==> src/rtl/systolic_edge_feeder.sv <==
// systolic_edge_feeder: skews K FP16/INT4 row-vectors onto the west/north edges of an N x N systolic array
// Ports:
//   clk, rst_n              clock, asynchronous active-low reset
//   start, k_len            begin a transfer of k_len vectors (k_len sampled on start, ignored when busy)
//   in_act, in_wgt          upstream activation/weight vector, lane i at [i*width +: width]
//   in_valid, in_ready      upstream valid/ready handshake (in_ready depends on state only)
//   edge_act, edge_wgt      skewed per-lane edge data, zero on invalid lanes
//   edge_valid              per-lane edge valid, lane i lags lane 0 by i cycles
//   busy, done              not idle / single-cycle pulse once the skew pipeline has drained
module systolic_edge_feeder #(
  parameter int N = 4,
  parameter int WEIGHT_WIDTH = 4,
  parameter int ACTIVATION_WIDTH = 16,
  parameter int KW = 16
) (
  input  logic                          clk,
  input  logic                          rst_n,
  input  logic                          start,
  input  logic [KW-1:0]                 k_len,
  input  logic [N*ACTIVATION_WIDTH-1:0] in_act,
  input  logic [N*WEIGHT_WIDTH-1:0]     in_wgt,
  input  logic                          in_valid,
  output logic                          in_ready,
  output logic [N*ACTIVATION_WIDTH-1:0] edge_act,
  output logic [N*WEIGHT_WIDTH-1:0]     edge_wgt,
  output logic [N-1:0]                  edge_valid,
  output logic                          busy,
  output logic                          done
);
  localparam int A = ACTIVATION_WIDTH;
  localparam int W = WEIGHT_WIDTH;
  localparam int EW = A + W + 1;
  typedef enum logic [1:0] {IDLE, STREAM, FLUSH, DONE} state_t;
  state_t state;
  logic [KW-1:0] k, cnt;
  logic acc;
  assign in_ready = state == STREAM;
  assign acc = in_valid & in_ready;
  assign busy = state != IDLE;
  assign done = state == DONE;
  // cnt counts accepted beats in STREAM, then is reused to time the N flush cycles
  always_ff @(posedge clk or negedge rst_n) begin
    if (!rst_n) begin
      state <= IDLE;
      k <= '0;
      cnt <= '0;
    end else begin
      case (state)
        IDLE: if (start) begin
          state <= k_len == '0 ? DONE : STREAM;
          k <= k_len;
          cnt <= '0;
        end
        STREAM: if (acc) begin
          state <= cnt == k - 1'b1 ? FLUSH : STREAM;
          cnt <= cnt == k - 1'b1 ? '0 : cnt + 1'b1;
        end
        FLUSH: begin
          state <= cnt == KW'(N - 1) ? DONE : FLUSH;
          cnt <= cnt + 1'b1;
        end
        DONE: state <= IDLE;
        default: state <= IDLE;
      endcase
    end
  end
  // Lane i is i+1 registers deep; the head only carries data on an accepted beat,
  // so bubbles and flush cycles shift in all-zero entries and invalid lanes read zero.
  for (genvar i = 0; i < N; i++) begin : g_lane
    logic [EW-1:0] sr [0:i];
    always_ff @(posedge clk or negedge rst_n) begin
      if (!rst_n) begin
        for (int j = 0; j <= i; j++) sr[j] <= '0;
      end else begin
        sr[0] <= acc ? {1'b1, in_act[i*A +: A], in_wgt[i*W +: W]} : '0;
        for (int j = 1; j <= i; j++) sr[j] <= sr[j-1];
      end
    end
    assign {edge_valid[i], edge_act[i*A +: A], edge_wgt[i*W +: W]} = sr[i];
  end
endmodule

==> config.mk <==
export PLATFORM = sky130hd
export DESIGN_NAME = systolic_edge_feeder
export DESIGN_NICKNAME = d
export VERILOG_FILES = /design/src/rtl/systolic_edge_feeder.sv
export SDC_FILE = /design/constraint.sdc
export NUM_CORES = 1
export LEC_CHECK = 0
export CELL_PAD_IN_SITES_DETAIL_PLACEMENT = 1
export CELL_PAD_IN_SITES_GLOBAL_PLACEMENT = 2
export CORE_AREA = 2 2 173 175
export DETAILED_ROUTE_END_ITERATION = 10
export DIE_AREA = 0 0 175 177
export DONT_BUFFER_PORTS = 1
export HOLD_SLACK_MARGIN = 0.15
export PLACE_DENSITY_LB_ADDON = 0.25
export RECOVER_POWER = 25
export SETUP_SLACK_MARGIN = 0.3
export SLEW_MARGIN = 20
export SYNTH_ARGS = -nofsm -noshare
export SYNTH_HDL_FRONTEND = slang
export SYNTH_SLANG_ARGS = --single-unit
==> constraint.sdc <==
create_clock -name clk -period 3 [get_ports clk]
set_clock_uncertainty 0.05 [all_clocks]
set_input_delay 0.45 -clock clk [delete_from_list [all_inputs] [get_ports clk]]
set_output_delay 0.45 -clock clk [all_outputs]
set_load 0.05 [all_outputs]
==> impl_metrics.yaml, run 1 <==
synth:
  yosys-top-cells-area: "dfrtp_1 (69%), and3_1 (6.2%), buf_4 (5.6%)"
  ys_types: 51
  yosysTopAreaCell: "dfrtp_1"
  synthesis.nets: 764
  async_reset_ff_frac: 1.00
  synthesis.area_um2: 8620
  ys.flop_type: "dfrtp_1"
  synthDominantCellAreaShare: 0.691
  ys_seq_elements: 238
  seq_area_frac_synth: 0.691
  synth-edff-count: 0
  syn_avg_cell_area_um2: 13.1
  yosys_warnings: 0
  syn-instance-count: 657
die:
  die_y_um: 177
  die_w_um: 175
  io_pins: 187
  die_area_um2: 31000
  placementRows: 63
  initial_core_util: 0.295
  core_area_um2: 29200
clocking:
  clkLatencyLatePin_ps: 510
  clockBufferDepth: 3
  cts_hold_buf: 97
  clk_pin_slew_ps: 60
  h-tree-depth: 1
  cts_root_buffer: "clkbuf_16"
  cts_tree: "built"
  numCtsBuffers: 26
  cts_sinks: 238
pwr:
  swShare: 0.314
  clkPwrFrac: 0.332
  p_int_w: 0.00629
  power_density_nw_per_um2: 867
  p_leak_nw: 4.97
  switchingPower_w: 0.00288
  pwr-share-comb: 0.187
  vdd_ir_drop_max_mv: 0.454
  seqPwrFrac: 0.481
sta:
  rsz0062_at_grt: "true"
  fmax_mhz: 346
  worst-slew-pin-transition_ps: 894
  hold_ws_ps: -421
  slew_headroom: 0.404
  drv_slew: 0
  hold_violations: 238
  setup_ws_ps: 107
  period_needed_ps: 2890
  finalCritPeriodShare: 0.964
  setup_violations: 0
layout:
  n_antenna_cell: 0
  ff_latch_area_um2: 5960
  nFillCells: 3094
  post-route-cell-area_um2: 10600
  synthToLayoutAreaGrowth_pct: 22.7
  nNetsFinal: 816
  fin_util: 0.362
  drive_gt1_frac: 0.139
  multi_input_area_um2: 2060
detailed_routing:
  vias: 4975
  firstDrtPassIters: 4
  detail-route-antenna-nets: 0
  drtIter0Drc: 218
  post_drt_wl_per_cell_um: 17.9
  drcViolationCount: 0
  wirelength_mm: 20.0
  vias_per_cell: 4.46
setup_path:
  regToRegStartpoint: "k[0]"
  path_max_fanout: 13
  startpoint: "k[0]"
  cp.required_ps: 3330
  cp.arrival_ps: 3220
  start_kind: "flop"
  endpoint_kind: "flop"
  crit_type: "flop to flop"
global_route:
  antenna_found_initial: 0
  grt_pass1_vias: 5450
  grt_overflow: 0
  grt_pass1_wl_mm: 31.4
  grt_use_total: 0.128
  grt_max_degree: 239
placement:
  pre_cts_slack_ps: 103
  gp_congestion: 0.784
  dp_hpwl_mm: 12.5
  placed_area_um2: 8670
  io_buffers: 0
hold_path:
  hp-class: "input port to asynchronous set/reset pin"
status:
  violations: "hold timing"
  outcome: "finished, violations left"
job:
  drv_cap: 0
[what timing repair did]
action                                 in CTS  in global routing
endpoints found under the hold margin     335                238
setup endpoints to repair                  17                 18
resized for setup                           5                 12
buffers inserted                            2                  2
pin swaps                                   3                  5
[state kept, by name, indices dropped and copies added (netlist names)]
register    cells
edge_valid      3
state           2
cnt            16
edge_act       48
k              16
g_lane.sr     141
edge_wgt       12
[final cells by class]
type / count / area share
sequential: 238 / 0.563
multi-input combinational: 305 / 0.195
timing repair buffer: 118 / 0.111
clock buffer: 36 / 0.0708
tap: 390 / 0.0461
clock inverter: 8 / 0.00733
inverter: 20 / 0.00733
[synthesized netlist by cell type (all sizes together) (2+ instances only)]
| library cell | n |
|---|---|
| or3 | 3 |
| nor4 | 13 |
| nor2b | 2 |
| clkbuf | 26 |
| mux2i | 2 |
| or4 | 2 |
| a21o | 2 |
| nor3 | 14 |
| buf | 68 |
| xor2 | 7 |
| a21oi | 15 |
| nand4 | 9 |
| or2 | 2 |
| nand3 | 8 |
| o21ai | 17 |
| mux2 | 16 |
| and3 | 86 |
| nand2 | 32 |
| o22ai | 13 |
| inv | 20 |
| nor2 | 19 |
| a211oi | 2 |
| ha | 7 |
| xnor2 | 13 |
| dfrtp | 238 |
| a31oi | 2 |
| o21bai | 2 |
[critical path, stage by stage, from the launching register on]
cell      delay [ps]
dfrtp_1          410
inv_4             70
ha_4             110
or4b_4           520
or3_4            350
o211ai_1         190
nand4_1          110
a2111o_1         490
a22oi_4          190
buf_12           170
o22ai_1           90
[worst paths after layout]
path	to	slack, ps	cells after the start
min	edge_wgt[11]	-420	0
min in group clk	g_lane[2].sr[33]	290	0
max	cnt[11]	110	10
max in group asynchronous	g_lane[0].sr[13]	3090	0
min reg2reg	g_lane[2].sr[33]	290	0
max reg2reg	cnt[11]	110	10
[power groups by stage]
stage	combinational, W	sequential [W]	clock (W)
floorplan	0.00160	0.00401	0
global placement	0.00149	0.00446	0
detailed placement	0.00155	0.00448	0
CTS	0.00169	0.00443	0.00316
global route	0.00190	0.00448	0.00330
finish	0.00171	0.00441	0.00305
[placed cells by master, fill, tap and decap left out, types with 13 or more instances in the layout]
cell	instances
and3_1	86
buf_4	17
clkbuf_16	27
dfrtp_1	237
dlygate4sd3_1	96
inv_1	18
mux2_2	16
nand2_1	32
nor2_1	18
o21ai_0	14
xnor2_1	13
[logic make-up (layout without fill, tap and decap cells)]
family / after synthesis / in the layout / share of synthesized area
AO/OA/AOI/OAI: 64 / 64 / 0.0473
flip-flops: 238 / 238 / 0.691
AND/OR/NAND/NOR: 196 / 196 / 0.129
buffers and inverters: 114 / 182 / 0.0788
multiplexers: 18 / 18 / 0.0232
adder cells (fa/ha/maj): 7 / 7 / 0.0102
XOR/XNOR: 20 / 20 / 0.0203
[per-layer routing]
layer / track usage / vias to the layer above / routed length [µm]
li1: - / 2278 / -
met1: 0.158 / 2532 / 8240
met2: 0.227 / 132 / 10300
met3: 0.0249 / 33 / 969
met4: 0.0375 / 0 / 461
met5: 0 / - / 0
[stage by stage]
stage / TNS, ps / hold slack [ps] / power, W / std cells
floorplan: 0 / 104 / 0.00560 / 657
global route: -40.2 / -455 / 0.00967 / 1115
detailed placement: 0 / 110 / 0.00603 / 970
global placement: 0 / 110 / 0.00596 / 970
finish: 0 / -421 / 0.00917 / 1115
CTS: 0 / -450 / 0.00928 / 1113
Note: power is estimated with default switching activity, not from simulation.
==> run 2, diff against run 1 <==
--- a/config.mk
+++ b/config.mk
@@ -11,7 +11,7 @@
 export DETAILED_ROUTE_END_ITERATION = 10
 export DIE_AREA = 0 0 175 177
 export DONT_BUFFER_PORTS = 1
-export HOLD_SLACK_MARGIN = 0.15
+export HOLD_SLACK_MARGIN = 0.03
 export PLACE_DENSITY_LB_ADDON = 0.25
 export RECOVER_POWER = 25
 export SETUP_SLACK_MARGIN = 0.3
==> constraint.sdc (replaced) <==
create_clock -name clk -period 3 [get_ports clk]
set_clock_uncertainty 0.05 [all_clocks]
set_input_delay 0.45 -clock clk [delete_from_list [all_inputs] [get_ports clk]]
set_output_delay 0.45 -clock clk [all_outputs]
set_load 0.005 [all_outputs]
==> run 2 against run 1 <==
Effect of this change:
- the flow still finishes with violations (hold timing)
- worst hold slack worse by 3.9 ps
- routed wire length fell by 1.7%
- cell area shrank 4.9%
- cell count decreased by 4.5%
- highest routed layer unchanged
==> impl_metrics.yaml, run 2 (same netlist as run 1, synthesis figures left out) <==
detailed_routing:
  vias_per_cell: 4.52
  drtIter0Drc: 252
  post_drt_wl_per_cell_um: 18.4
  vias: 4811
  wirelength_mm: 19.6
  drcViolationCount: 0
  firstDrtPassIters: 4
  detail-route-antenna-nets: 0
clocking:
  cts_sinks: 238
  numCtsBuffers: 27
  h-tree-depth: 1
  clkLatencyLatePin_ps: 520
  cts_root_buffer: "clkbuf_16"
  clk_pin_slew_ps: 60
  cts_tree: "built"
  clockBufferDepth: 3
setup_path:
  regToRegStartpoint: "k[0]"
  rrSetupSlack_ps: 170
  cp.required_ps: 3330
  endpoint_kind: "flop"
  reg2reg_depth: 10
  worstReg2RegEnd: "state[0]"
  cp.arrival_ps: 3160
  crit_type: "flop to flop"
  start_kind: "flop"
  path_max_fanout: 7
layout:
  final_common_cell: "dfrtp_1"
  largest_reg_flops: 141
  top_register: "g_lane.sr"
  drive_gt1_frac: 0.151
  final_cell_mix: "dfrtp_1 (238), and3_1 (86), dlygate4sd3_1 (43)"
  synthToLayoutAreaGrowth_pct: 16.7
  n_antenna_cell: 0
  nNetsFinal: 762
die:
  die_w_um: 175
  initial_core_util: 0.295
  die_area_um2: 31000
  die_y_um: 177
  io_pins: 187
  core_area_um2: 29200
  placementRows: 63
sta:
  slew_headroom: 0.466
  setup_tns_ps: 0
  hold_violations: 238
  rsz0062_at_grt: "true"
  finalCritPeriodShare: 0.942
  fmax_mhz: 354
  hold_ws_ps: -425
  setup_violations: 0
  drv_slew: 0
  worst-slew-pin-transition_ps: 799
  period_needed_ps: 2830
job:
  drv_cap: 0
status:
  violations: "hold timing"
  outcome: "finished, violations left"
global_route:
  grt_overflow: 0
  grt_max_degree: 239
  grt_pass1_wl_mm: 30.6
  antenna_found_initial: 0
  grt_pass1_vias: 5307
  grt_use_total: 0.125
placement:
  gp_congestion: 0.759
  dp_hpwl_mm: 12.6
  io_buffers: 0
pwr:
  p_leak_nw: 4.76
  power_density_nw_per_um2: 883
  vdd_ir_drop_max_mv: 0.351
hold_path:
  hp-class: "input port to asynchronous set/reset pin"
==> run 2: per-stage QoR <==
step	setup WS [ps]	std cells	util	power (W)	instance area [µm²]
6_report	174	1065	0.344	0.00888	10100
3_3_place_gp	104	971	0.297	0.00563	8670
5_1_grt	21.5	1065	0.344	0.00941	10100
3_5_place_dp	87.2	971	0.297	0.00571	8670
2_1_floorplan	142	657	-	0.00524	8660
4_1_cts	176	1062	0.342	0.00901	10000
==> run 2: cell type report <==
| type | count | area [µm²] |
|---|---|---|
| Fill cell | 3059 | 19200 |
| Sequential cell | 238 | 5960 |
| Multi-Input combinational cell | 305 | 2060 |
| Clock buffer | 37 | 773 |
| Timing Repair Buffer | 63 | 597 |
| Tap cell | 390 | 488 |
| Clock inverter | 12 | 106 |
| Inverter | 20 | 77.6 |
==> run 2: power breakdown <==
| part | switching (W) | internal (W) | total [W] | leakage [nW] |
|---|---|---|---|---|
| logic | 0.000875 | 0.000790 | 0.00167 | 1.26 |
| clock network | 0.00126 | 0.00190 | 0.00316 | 0.436 |
| registers | 0.000420 | 0.00364 | 0.00406 | 3.06 |
==> run 2: how the worst max path moves through the flow <==
stage / start / end / slack [ps] / depth (start not counted)
after floorplan: k[0] / cnt[15] / 140 / 12
after global placement: k[1] / cnt[2] / 100 / 10
after detailed placement: k[1] / cnt[2] / 90 / 10
after CTS: k[0] / state[0] / 180 / 10
after global routing: k[0] / state[0] / 20 / 10
final: k[0] / state[0] / 170 / 10
==> run 2: what timing repair did <==
action                                  in CTS  in global routing
buffers inserted                             2                  0
hold buffers                                40                  3
resized for setup                            6                  5
pin swaps                                    2                  2
endpoints found under the setup margin      17                 18
endpoints found under the hold margin      277                241
==> run 2: worst max-delay path: stages, from the launching register on <==
cell	delay (ps)
dfrtp_1	410
inv_4	70
ha_4	120
or4b_4	520
nor4_4	190
mux2i_1	220
o21bai_1	90
a2111o_1	540
buf_4	190
a211oi_1	220
a21oi_1	70
==> run 2: layer usage <==
metal	track usage	vias to the layer above	routed length (µm)
met5	0	-	0
li1	-	2171	-
met4	0.0337	0	388
met2	0.226	129	10300
met1	0.153	2478	8010
met3	0.0243	33	946
